$ cat config.mk
export PLATFORM = sky130hd
export DESIGN_NAME = dieu_khien_che_do
export DESIGN_NICKNAME = d
export VERILOG_FILES = /design/src/rtl/dieu_khien_che_do.sv
export SDC_FILE = /design/constraint.sdc
export NUM_CORES = 1
export LEC_CHECK = 0
export BUFFER_PORTS_ARGS = -buffer_cell sky130_fd_sc_hd__buf_4
export CORE_MARGIN = 2
export CORE_UTILIZATION = 50
export DETAILED_ROUTE_END_ITERATION = 8
export HOLD_SLACK_MARGIN = 0.06
export PLACE_DENSITY = 0.75
export REMOVE_ABC_BUFFERS = 1
export SLEW_MARGIN = 20
export SYNTH_ARGS = -nofsm -noshare
export SYNTH_HDL_FRONTEND = slang
export SYNTH_SLANG_ARGS = --single-unit
$ cat constraint.sdc
create_clock -name clk_1Hz -period 3.5 [get_ports clk_1Hz]
set_input_delay 0.7 -clock clk_1Hz [delete_from_list [all_inputs] [get_ports clk_1Hz]]
set_output_delay 0.7 -clock clk_1Hz [all_outputs]
set_load 0.005 [all_outputs]
$ cat src/rtl/dieu_khien_che_do.sv
// Mode / set-sequence controller for the century clock: button edges -> mode, step pulses, blink.
// Define AUTO_REPEAT_EN to enable the hold counter and auto-repeat of held step buttons.
module dieu_khien_che_do #(
    parameter int TIMEOUT    = 10,
    parameter int HOLD_DELAY = 2
) (
    input  logic       clk_1Hz,
    input  logic       rst_n,
    input  logic       btn_mode,
    input  logic       btn_up,
    input  logic       btn_down,
    output logic [2:0] mode,
    output logic       inc_pulse,
    output logic       dec_pulse,
    output logic       blink,
    output logic       run_en
);

    // state     | meaning
    // RUN       | normal timekeeping, run_en = 1, steps ignored
    // SET_GIO   | editing hours
    // SET_PHUT  | editing minutes
    // SET_GIAY  | editing seconds
    // SET_NGAY  | editing day
    // SET_THANG | editing month
    // SET_NAM   | editing year
    // BAD       | unused code, falls back to RUN on the next edge
    typedef enum logic [2:0] {
        RUN       = 3'b000,
        SET_GIO   = 3'b001,
        SET_PHUT  = 3'b010,
        SET_GIAY  = 3'b011,
        SET_NGAY  = 3'b100,
        SET_THANG = 3'b101,
        SET_NAM   = 3'b110,
        BAD       = 3'b111
    } mode_t;

    if (TIMEOUT < 2 || TIMEOUT > 255) begin : g_bad_timeout
        $error("TIMEOUT out of range 2..255");
    end
    if (HOLD_DELAY < 1 || HOLD_DELAY > 15) begin : g_bad_hold
        $error("HOLD_DELAY out of range 1..15");
    end

    mode_t      state_q, state_d;
    logic       prev_m, prev_u, prev_d;
    logic [7:0] idle_q, idle_d, idle_inc;
    logic       press_m, press_u, press_d;
    logic       up_low, dn_low, activity, mode_chg, step_gate;
    logic       inc_d, dec_d, blink_q, blink_d;
`ifdef AUTO_REPEAT_EN
    logic [3:0] hold_q, hold_d;
    logic       rep;
`endif

    always_comb begin
        press_m  = prev_m & ~btn_mode;
        press_u  = prev_u & ~btn_up;
        press_d  = prev_d & ~btn_down;
        up_low   = ~btn_up;
        dn_low   = ~btn_down;
        activity = press_m | press_u | press_d | up_low | dn_low;
        idle_inc = idle_q + 8'd1;

        state_d = state_q;
        if (state_q == BAD)
            state_d = RUN;
        else if (press_m)
            state_d = (state_q == SET_NAM) ? RUN : mode_t'(state_q + 3'd1);
        else if (state_q != RUN && !activity && idle_inc == 8'(TIMEOUT))
            state_d = RUN;

        mode_chg = (state_d != state_q);
        idle_d   = (activity || mode_chg || state_q == RUN) ? 8'd0 : idle_inc;

        // mode press wins over steps; both step buttons low cancels each other
        step_gate = (state_q != RUN) && (state_q != BAD) && !press_m && !(up_low && dn_low);

`ifdef AUTO_REPEAT_EN
        hold_d = 4'd0;
        rep    = 1'b0;
        if (step_gate && (up_low ^ dn_low)) begin
            rep    = (hold_q == 4'(HOLD_DELAY));
            hold_d = rep ? hold_q : hold_q + 4'd1;
        end
        inc_d = step_gate && up_low && (press_u || rep);
        dec_d = step_gate && dn_low && (press_d || rep);
`else
        inc_d = step_gate && press_u;
        dec_d = step_gate && press_d;
`endif

        blink_d = (mode_chg || state_d == RUN) ? 1'b0 : ~blink_q;
    end

    always_ff @(posedge clk_1Hz or negedge rst_n) begin
        if (!rst_n) begin
            state_q   <= RUN;
            prev_m    <= 1'b1;
            prev_u    <= 1'b1;
            prev_d    <= 1'b1;
            idle_q    <= 8'd0;
            inc_pulse <= 1'b0;
            dec_pulse <= 1'b0;
            blink_q   <= 1'b0;
            run_en    <= 1'b1;
`ifdef AUTO_REPEAT_EN
            hold_q    <= 4'd0;
`endif
        end else begin
            state_q   <= state_d;
            prev_m    <= btn_mode;
            prev_u    <= btn_up;
            prev_d    <= btn_down;
            idle_q    <= idle_d;
            inc_pulse <= inc_d;
            dec_pulse <= dec_d;
            blink_q   <= blink_d;
            run_en    <= (state_d == RUN);
`ifdef AUTO_REPEAT_EN
            hold_q    <= hold_d;
`endif
        end
    end

    assign mode  = state_q;
    assign blink = blink_q;

endmodule

Word-level counts from Yosys, hierarchy flattened

Cells that the tools add are included.

Bits in registers: 18
Latch bits: 0
RAM bits: 0
Memory bits (read-only): 0
Bits of input ports: 5
Output and inout bits: 7
Logic and storage cells: 50
Memories kept: 0

Add/sub/neg operators: 2
Multiply operators: 0
Divide/modulo/power cells: 0
$lt $le $gt $ge: 0
Equality and inequality tests: 5
Shift operators: 0
Muxes and demuxes: 6
Bitwise logic cells: 11
Reduce and logical (&&, ||, !) cells: 17

Operators by type and width:

| cell                  | number |
|---|---|
| $mux W3               | 4 |
| $add A8 B1 Y8 const B | 1 |
| $eq A8 B4 Y1 const B  | 1 |
| $logic_and A1 B1 Y1   | 8 |
| $mux W8               | 1 |
| $eq A3 B3 Y1 const B  | 2 |
| $logic_not A3 Y1      | 2 |
| $not A1 Y1            | 4 |
| $or A1 B1 Y1          | 4 |
| $add A3 B1 Y3 const B | 1 |
| $and A1 B1 Y1         | 3 |
| $logic_not A1 Y1      | 3 |
| $logic_or A1 B1 Y1    | 3 |
| $ne A3 B3 Y1          | 1 |
| $ne A3 B3 Y1 const B  | 1 |
| $reduce_bool A3 Y1    | 1 |
| $mux W1               | 1 |

Depth between registers and ports, before layout

Gate-level depths: netlist (run 1).

Word-level depth: 16
Gate-level depth with buffers: 7
Gate-level depth less buffers: 6

Least setup slack after synthesis (run 1)

OpenSTA, ideal clock, no wires.

Kind: input-to-reg
Start point: input btn_mode
End point: register state_q[2] (netlist: mode[2])
Setup time: 0.135 ns
Arrival time: 1.589 ns
Required time: 3.365 ns
Path slack: 1.776 ns
Stages: 6
Path buffers: 1
Cells stage by stage: nand2b_1 > and3_1 > o311ai_1 > nor3_2 > buf_6 > o31ai_4

Word-level cells in the longest chain between the ends: 12

Ends and longest elaborated chain:

| element                          | RTL line | text |
|---|---|---|
| start: declaration               | 9        | `input logic btn_mode,` |
| $not A1 Y1 (*)                   | 58       | `press_m = prev_m & ~btn_mode;` |
| $and A1 B1 Y1 (*)                | 58       |  |
| $or A1 B1 Y1 (4 in a row)        | 63       | `activity = press_m \| press_u \| press_d \| up_low \| dn_low;` |
| $logic_not A1 Y1                 | 71       | `else if (state_q != RUN && !activity && idle_inc == 8'(TIMEOUT))` |
| $logic_and A1 B1 Y1 (2 in a row) | 71       |  |
| $mux W3                          | 71       |  |
| $mux W3 (*)                      | 69       | `else if (press_m)` |
| $mux W3 (*)                      | 67       | `if (state_q == BAD)` |
| named net state_d[2]             | 46       | `mode_t state_q, state_d;` |
| end signal: assignment           | 112      | `state_q <= state_d;` |
| end: declaration                 | 46       |  |

Mark *: on every way through the listed nets, which the timed path passes. The rest lies on a longest branch.

Final worst setup path (run 1)

Start point: register idle_q[0]
End point: register run_en

Word-level cells in the longest chain between the ends: 7

Ends and longest elaborated chain:

| element                  | RTL line | text |
|---|---|---|
| start: declaration       | 48       | `logic [7:0] idle_q, idle_d, idle_inc;` |
| start signal: assignment | 116      | `idle_q <= idle_d;` |
| $add A8 B1 Y8            | 64       | `idle_inc = idle_q + 8'd1;` |
| $eq A8 B4 Y1             | 71       |  |
| $logic_and A1 B1 Y1      | 71       |  |
| $mux W3                  | 71       |  |
| $mux W3                  | 69       |  |
| $mux W3                  | 67       |  |
| $logic_not A3 Y1         | 120      | `run_en <= (state_d == RUN);` |
| end signal: assignment   | 120      |  |
| end: declaration         | 16       | `output logic run_en` |

Every way passes these cells.

==> flow_summary.toml, run 1 <==
[outcome]
outcome = "finished, final reports clean"

[floorplan]
fp.dieH_um = 47.2
io_pins = 12
initial_core_util = 0.535
die_area_mm2 = 0.00223
die_width_um = 47.2
num_rows = 15
fp.coreArea_mm2 = 0.00175

[drt]
ant_nets = 0
via_per_inst = 5.38
drc_errors = 0
first_pass_iters = 4
wl_um = 1650
wl_per_cell_um = 13.6
drt_iter0_drc = 15
num_vias = 651

[worst_setup_path]
cp_max_fo = 7
cp-endpoint = "run_en$_DFF_PN1_"
start_kind = "flop"
cp.depth = 6
cp.arrival_ns = 2.44
r2r-end = "run_en$_DFF_PN1_"
cp_slowest_cell = "dfrtp_1"
slowest_delay_ns = 0.47
end_kind = "flop"
crit_chain = "ha_1 -> nor4_1 -> o311ai_1 -> nor3_2 -> buf_4 -> a2bb2oi_1"
worstPathRequired_ns = 3.73
worstSetupStartpoint = "idle_q[0]$_DFF_PN0_"
worst-path-buf-inv = 1
r2r_cells = 6
crit_type = "flop to flop"
r2r_slack_ns = 1.29
critical-path-top-delay-family = "simple AND/OR/NAND/NOR gates"
rr_startpoint = "idle_q[0]$_DFF_PN0_"

[hold_path]
hold_class = "input pin to asynchronous set/reset pin"

[sta]
rsz0062_at_grt = "false"
hold_viol = 0
final_max_slew_viol_count = 0
tightest_slew_ns = 0.614
fin_crit_sh = 0.631
relSlewSlack = 0.587
final.setup.tns_ns = 0
fmax_ghz = 0.453
fin_crit_ns = 2.21
setup_viol = 0
finClkSkew_ns = 0.00759

[pwr]
peakVddDrop_mv = 0.398
p_per_area_mw_per_mm2 = 553
power_leakage_nw = 0.473

[clock_network]
cts_tree = "done"
cts_setup_buffers = 0
htree_levels = 1
clk_pin_slew_worst_paths_ns = 0.10
cts_hold_buffers = 0
root_buffer = "clkbuf_4"
cts_made_buffers = 3
cts.sinks = 18
worstSkewPairLatency_ns = 0.29
ctsResizeCount = 0
max-clock-path-buffers = 2

[global_route]
antenna_found_initial = 0
grt_max_degree = 19
overflow = 0
track_usage = 0.184
grt_pass1_wl_um = 2770
grt_pass1_vias = 598

[layout]
mostFrequentLayoutCell = "dfrtp_1"
final_cell_mix = "dfrtp_1, buf_4, nand2_1, nor3_2"
final_util = 0.616
diodes = 0
stdcell_count = 121
final_area_mm2 = 0.00108
fin_nets = 105
syn2layout_area_growth_pct = 15.1
drive_above_1_share = 0.344

[run]
cap_viol_max_count = 0

[synth]
seq_area_frac_synth = 0.487
syn_area_um2 = 935
synth.distinct_cells = 33
synthCells = 82
ys_warn_count = 0
ys_ff_latch = 18
syn_avg_cell_area_um2 = 11.4

[placed_design]
io_buffers = 11
dpl.hpwl_um = 1220
placed_cells = 117
postPlaceCellArea_mm2 = 0.00104
place_congestion = 0.833
==> logic make-up after synthesis <==
| group | share of synthesized area |
|---|---|
| AOI/OAI and AO/OA | 0.127 |
| adders and majority gates | 0.0402 |
| xor gates and xnor gates | 0.0562 |
| and+or+nand+nor | 0.260 |
| DFF | 0.487 |
| buffers and inverters | 0.0294 |
==> worst min path at each step <==
| stage | startpoint | endpoint | depth (start not counted) |
|---|---|---|---|
| 2_1_floorplan | rst_n | blink$_DFF_PN0_ | 0 |
| 4_1_cts | rst_n | dec_pulse$_DFF_PN0_ | 1 |
| 3_3_place_gp | blink$_DFF_PN0_ | blink$_DFF_PN0_ | 1 |
| 3_5_place_dp | blink$_DFF_PN0_ | blink$_DFF_PN0_ | 1 |
| 6_report | rst_n | dec_pulse$_DFF_PN0_ | 1 |
| 5_1_grt | rst_n | dec_pulse$_DFF_PN0_ | 1 |
==> stage by stage <==
step	hold slack (ns)	setup WS, ns	power (mW)
final	0.249	1.29	0.595
after global routing	0.248	1.16	0.642
after CTS	0.256	1.28	0.602
after detailed placement	0.444	1.22	0.475
after global placement	0.446	1.31	0.471
after floorplan	0.404	1.29	0.397
==> cell usage after synthesis <==
cell type  instances  share of area
and2_1             1         0.0067
a21o_1             1         0.0080
nor3_2             8          0.086
nor3b_2            1          0.013
a21oi_1            1         0.0053
nor2_1             3          0.012
o21ai_0            1         0.0053
and3_1             1         0.0067
nor2b_1            3          0.020
inv_1              3          0.012
and2_2             1         0.0080
nand2b_1           2          0.013
o311ai_1           1         0.0094
xor2_1             2          0.019
a2bb2oi_1          1         0.0094
o31a_1             1         0.0094
o311a_1            1          0.011
nand3_1            2          0.011
nor4_1             2          0.013
xnor2_1            4          0.037
o31ai_1            1         0.0080
nand4_1            1         0.0067
nand3_2            1          0.011
nor3_1             3          0.016
nand2_1            9          0.036
dfrtp_1           14           0.37
a211oi_1           1         0.0080
ha_1               3          0.040
o211ai_1           1         0.0080
o31ai_4            2          0.046
dfstp_2            4           0.11
buf_6              1          0.012
buf_2              1         0.0053
==> report_power, final <==
part / leakage (nW) / internal, mW / switching [mW]
registers: 0.231 / 0.246 / 0.0436
logic: 0.221 / 0.0960 / 0.0843
clock network: 0.0210 / 0.0634 / 0.0617
total: 0.473 / 0.406 / 0.190
==> routing by layer <==
metal	global-route usage	vias to the layer above	routed length [um]
met4	0.0667	0	18
li1	-	319	-
met3	0.0808	2	64
met2	0.265	8	796
met1	0.247	322	766
met5	0	-	0
==> layout make-up <==
type                    count  area, um2
clock buffers               4       36.3
fillers                   150        669
inverters                   3       11.3
multi-input cells          59        452
flip-flops and latches     18        455
well taps                  25       31.3
repair buffers             12       90.1
==> registers in the layout, indices dropped and copies added, names as in the netlist <==
register   count
idle_q         8
mode           3
blink          1
dec_pulse      1
inc_pulse      1
prev_d         1
prev_m         1
prev_u         1
run_en         1
Note: power is estimated with default switching activity, not from simulation.
==> inputs of run 2 (changes only) <==
ABC_AREA = 1   (was default)
clock period = 2.2 ns   (was 3.5 ns; I/O delays follow)
==> run 2 against run 1 <==
Net effect: setup slack got worse by 1.0 ns; critical path depth grew 7; utilization down 0.89 points; sequential cell count did not move; design area up 9.7%; die area rose by 7.3%; sequential power grew 50%; area after synthesis is 8.0% higher; highest routed layer unchanged; first-iteration DRC count shrank 47%; maximum frequency increased by 15%; global-route usage down 1.8 points.
==> flow_summary.toml, run 2 <==
[outcome]
outcome = "finished, final reports clean"

[drt]
first_pass_iters = 3
wl_um = 1680
ant_nets = 0
num_vias = 790
wl_per_cell_um = 9.73
drc_errors = 0
drt_iter0_drc = 8
via_per_inst = 4.57

[global_route]
grt_pass1_wl_um = 3150
track_usage = 0.167
grt_max_degree = 19
antenna_found_initial = 0
grt_pass1_vias = 805
overflow = 0

[floorplan]
die_width_um = 48.9
fp.coreArea_mm2 = 0.00194
initial_core_util = 0.520
num_rows = 16
io_pins = 12
fp.dieH_um = 48.9
die_area_mm2 = 0.00240

[synth]
synth.distinct_cells = 19
syn_avg_cell_area_um2 = 7.83
synth_common_cells = "nand2_1, inv_1, dfrtp_1, nor2_1, nand3_1"
synth_most_common_cell = "nand2_1"
netlist.area_leader.share = 0.347
ys_ff_latch = 18
ys_async_sr_fraction = 1.00
synth_area_leader_cell = "dfrtp_1"
synthCells = 129
seq_area_frac_synth = 0.451
synth.area.top_cells = "dfrtp_1, nand2_1, dfstp_2"
synth_edf_count = 0
synth_ff_type = "dfrtp_1"
ys_warn_count = 0
syn_area_mm2 = 0.00101

[placed_design]
io_buffers = 11
place_congestion = 0.807
place_ws_ns = 0.242
placed_cells = 167
dpl.hpwl_um = 1360

[worst_setup_path]
crit_chain = "ha_1 -> nand3_1 -> o21ai_1 -> nand2_1 -> nor2_2 -> nand3_2 -> nand2_1 -> nand2_2 -> nand2_2 -> nand2_2 -> nand2_2 -> nand4_4 -> nor2_1"
cp_max_fo = 8
worstPathRequired_ns = 2.42
cp_slowest_cell = "dfrtp_1"
end_kind = "flop"
start_kind = "flop"
slowest_delay_ns = 0.38
cp_common_cell = "nand2_2"
crit_type = "flop to flop"
cp.arrival_ns = 2.13

[clock_network]
htree_levels = 1
ctsResizeCount = 0
root_buffer = "clkbuf_4"
cts.sinks = 18
cts_made_buffers = 3
max-clock-path-buffers = 2
cts_tree = "done"
worstSkewPairLatency_ns = 0.28
clk_pin_slew_worst_paths_ns = 0.10

[sta]
final_max_slew_viol_count = 0
setup_viol = 0
fin_crit_ns = 1.91
setup_slack_ns = 0.287
relSlewSlack = 0.817
hold_viol = 0
fin_crit_sh = 0.870
finClkSkew_ns = 0.000705
fmax_ghz = 0.523
whs_ns = 0.262
tightest_slew_ns = 0.271

[layout]
final_cell_mix = "nand2_1, inv_1, dfrtp_1, nor2_1, buf_4"
largest_register_ffs = 8
diodes = 0
stdcell_count = 173
top_register = "idle_q"
final_util = 0.608
fin_nets = 155
mostFrequentLayoutCell = "nand2_1"
syn2layout_area_growth_pct = 16.9
drive_above_1_share = 0.267

[run]
cap_viol_max_count = 0

[pwr]
power_leakage_nw = 0.580
p_per_area_mw_per_mm2 = 903
peakVddDrop_mv = 0.569

[hold_path]
hold_class = "input pin to flop"
-- run 2: cell count changes in the layout (fill, tap and decap cells not counted), sizes merged, moves of 3 or more --
| cell | change |
|---|---|
| nor2b | -3 |
| o31ai | -3 |
| o21ai | +4 |
| nor2 | +17 |
| nand3 | +8 |
| inv | +23 |
| xnor2 | -4 |
| nor3 | -11 |
| nand2 | +30 |
-- run 2: layer usage --
metal	GRT usage	up-vias	share of wire
met4	0.0905	0	0.018
met5	0	-	0
met1	0.217	348	0.48
li1	-	427	-
met2	0.265	11	0.47
met3	0.0276	4	0.025
-- run 2: logic make-up after synthesis --
logic type               after synthesis  share of synthesized area
AO/OA/AOI/OAI                          6                     0.0322
adder cells (fa/ha/maj)                3                     0.0372
buffers and inverters                 26                     0.0967
flip-flops                            18                      0.451
AND/OR/NAND/NOR                       76                      0.383
-- run 2: what timing repair did --
| item | 4_1_cts | 5_1_grt |
|---|---|---|
| endpoints found under the setup margin | 0 | 7 |
| setup buffers | 0 | 1 |
| hold buffers | 1 | 0 |
| endpoints found under the hold margin | 14 | 0 |
-- run 2: area by class of cell --
class / count / area, um2
Tap cell: 27 / 33.8
Sequential cell: 18 / 455
Fill cell: 195 / 762
Clock buffer: 4 / 36.3
Multi-Input combinational cell: 85 / 457
Inverter: 26 / 97.6
Timing Repair Buffer: 13 / 100
-- run 2: path summary, 6_finish.rpt --
check	startpoint	endpoint	slack (ns)	cells after the start
min	btn_mode	prev_m$_DFF_PN1_	0.26	1
max	idle_q[0]$_DFF_PN0_	idle_q[2]$_DFF_PN0_	0.29	13
min reg2reg	blink$_DFF_PN0_	blink$_DFF_PN0_	0.51	2
min in group asynchronous	rst_n	mode[0]$_DFF_PN0_	0.55	2
max reg2reg	idle_q[0]$_DFF_PN0_	idle_q[2]$_DFF_PN0_	0.29	13
max in group asynchronous	rst_n	prev_u$_DFF_PN1_	1.40	2
-- run 2: power breakdown --
| part | internal (mW) | total (mW) | switching, mW |
|---|---|---|---|
| Combinational | 0.173 | 0.435 | 0.262 |
| Clock | 0.101 | 0.195 | 0.0943 |
| Sequential | 0.381 | 0.435 | 0.0542 |
-- run 2: worst max-delay path, delay by kind of cell (launching register included) --
kind                       cells  cell delay [ns]
AOI/OAI and AO/OA              1             0.15
adders and majority gates      1             0.21
DFF                            1             0.38
and+or+nand+nor               11             1.12
-- run 2: per-stage QoR --
stage	setup TNS, ns	total power, mW	area, um2
after global routing	-0.00734	1.16	1180
after CTS	0	1.08	1170
after global placement	0	0.861	1130
after detailed placement	0	0.878	1130
final	0	1.07	1180
after floorplan	0	0.737	1010
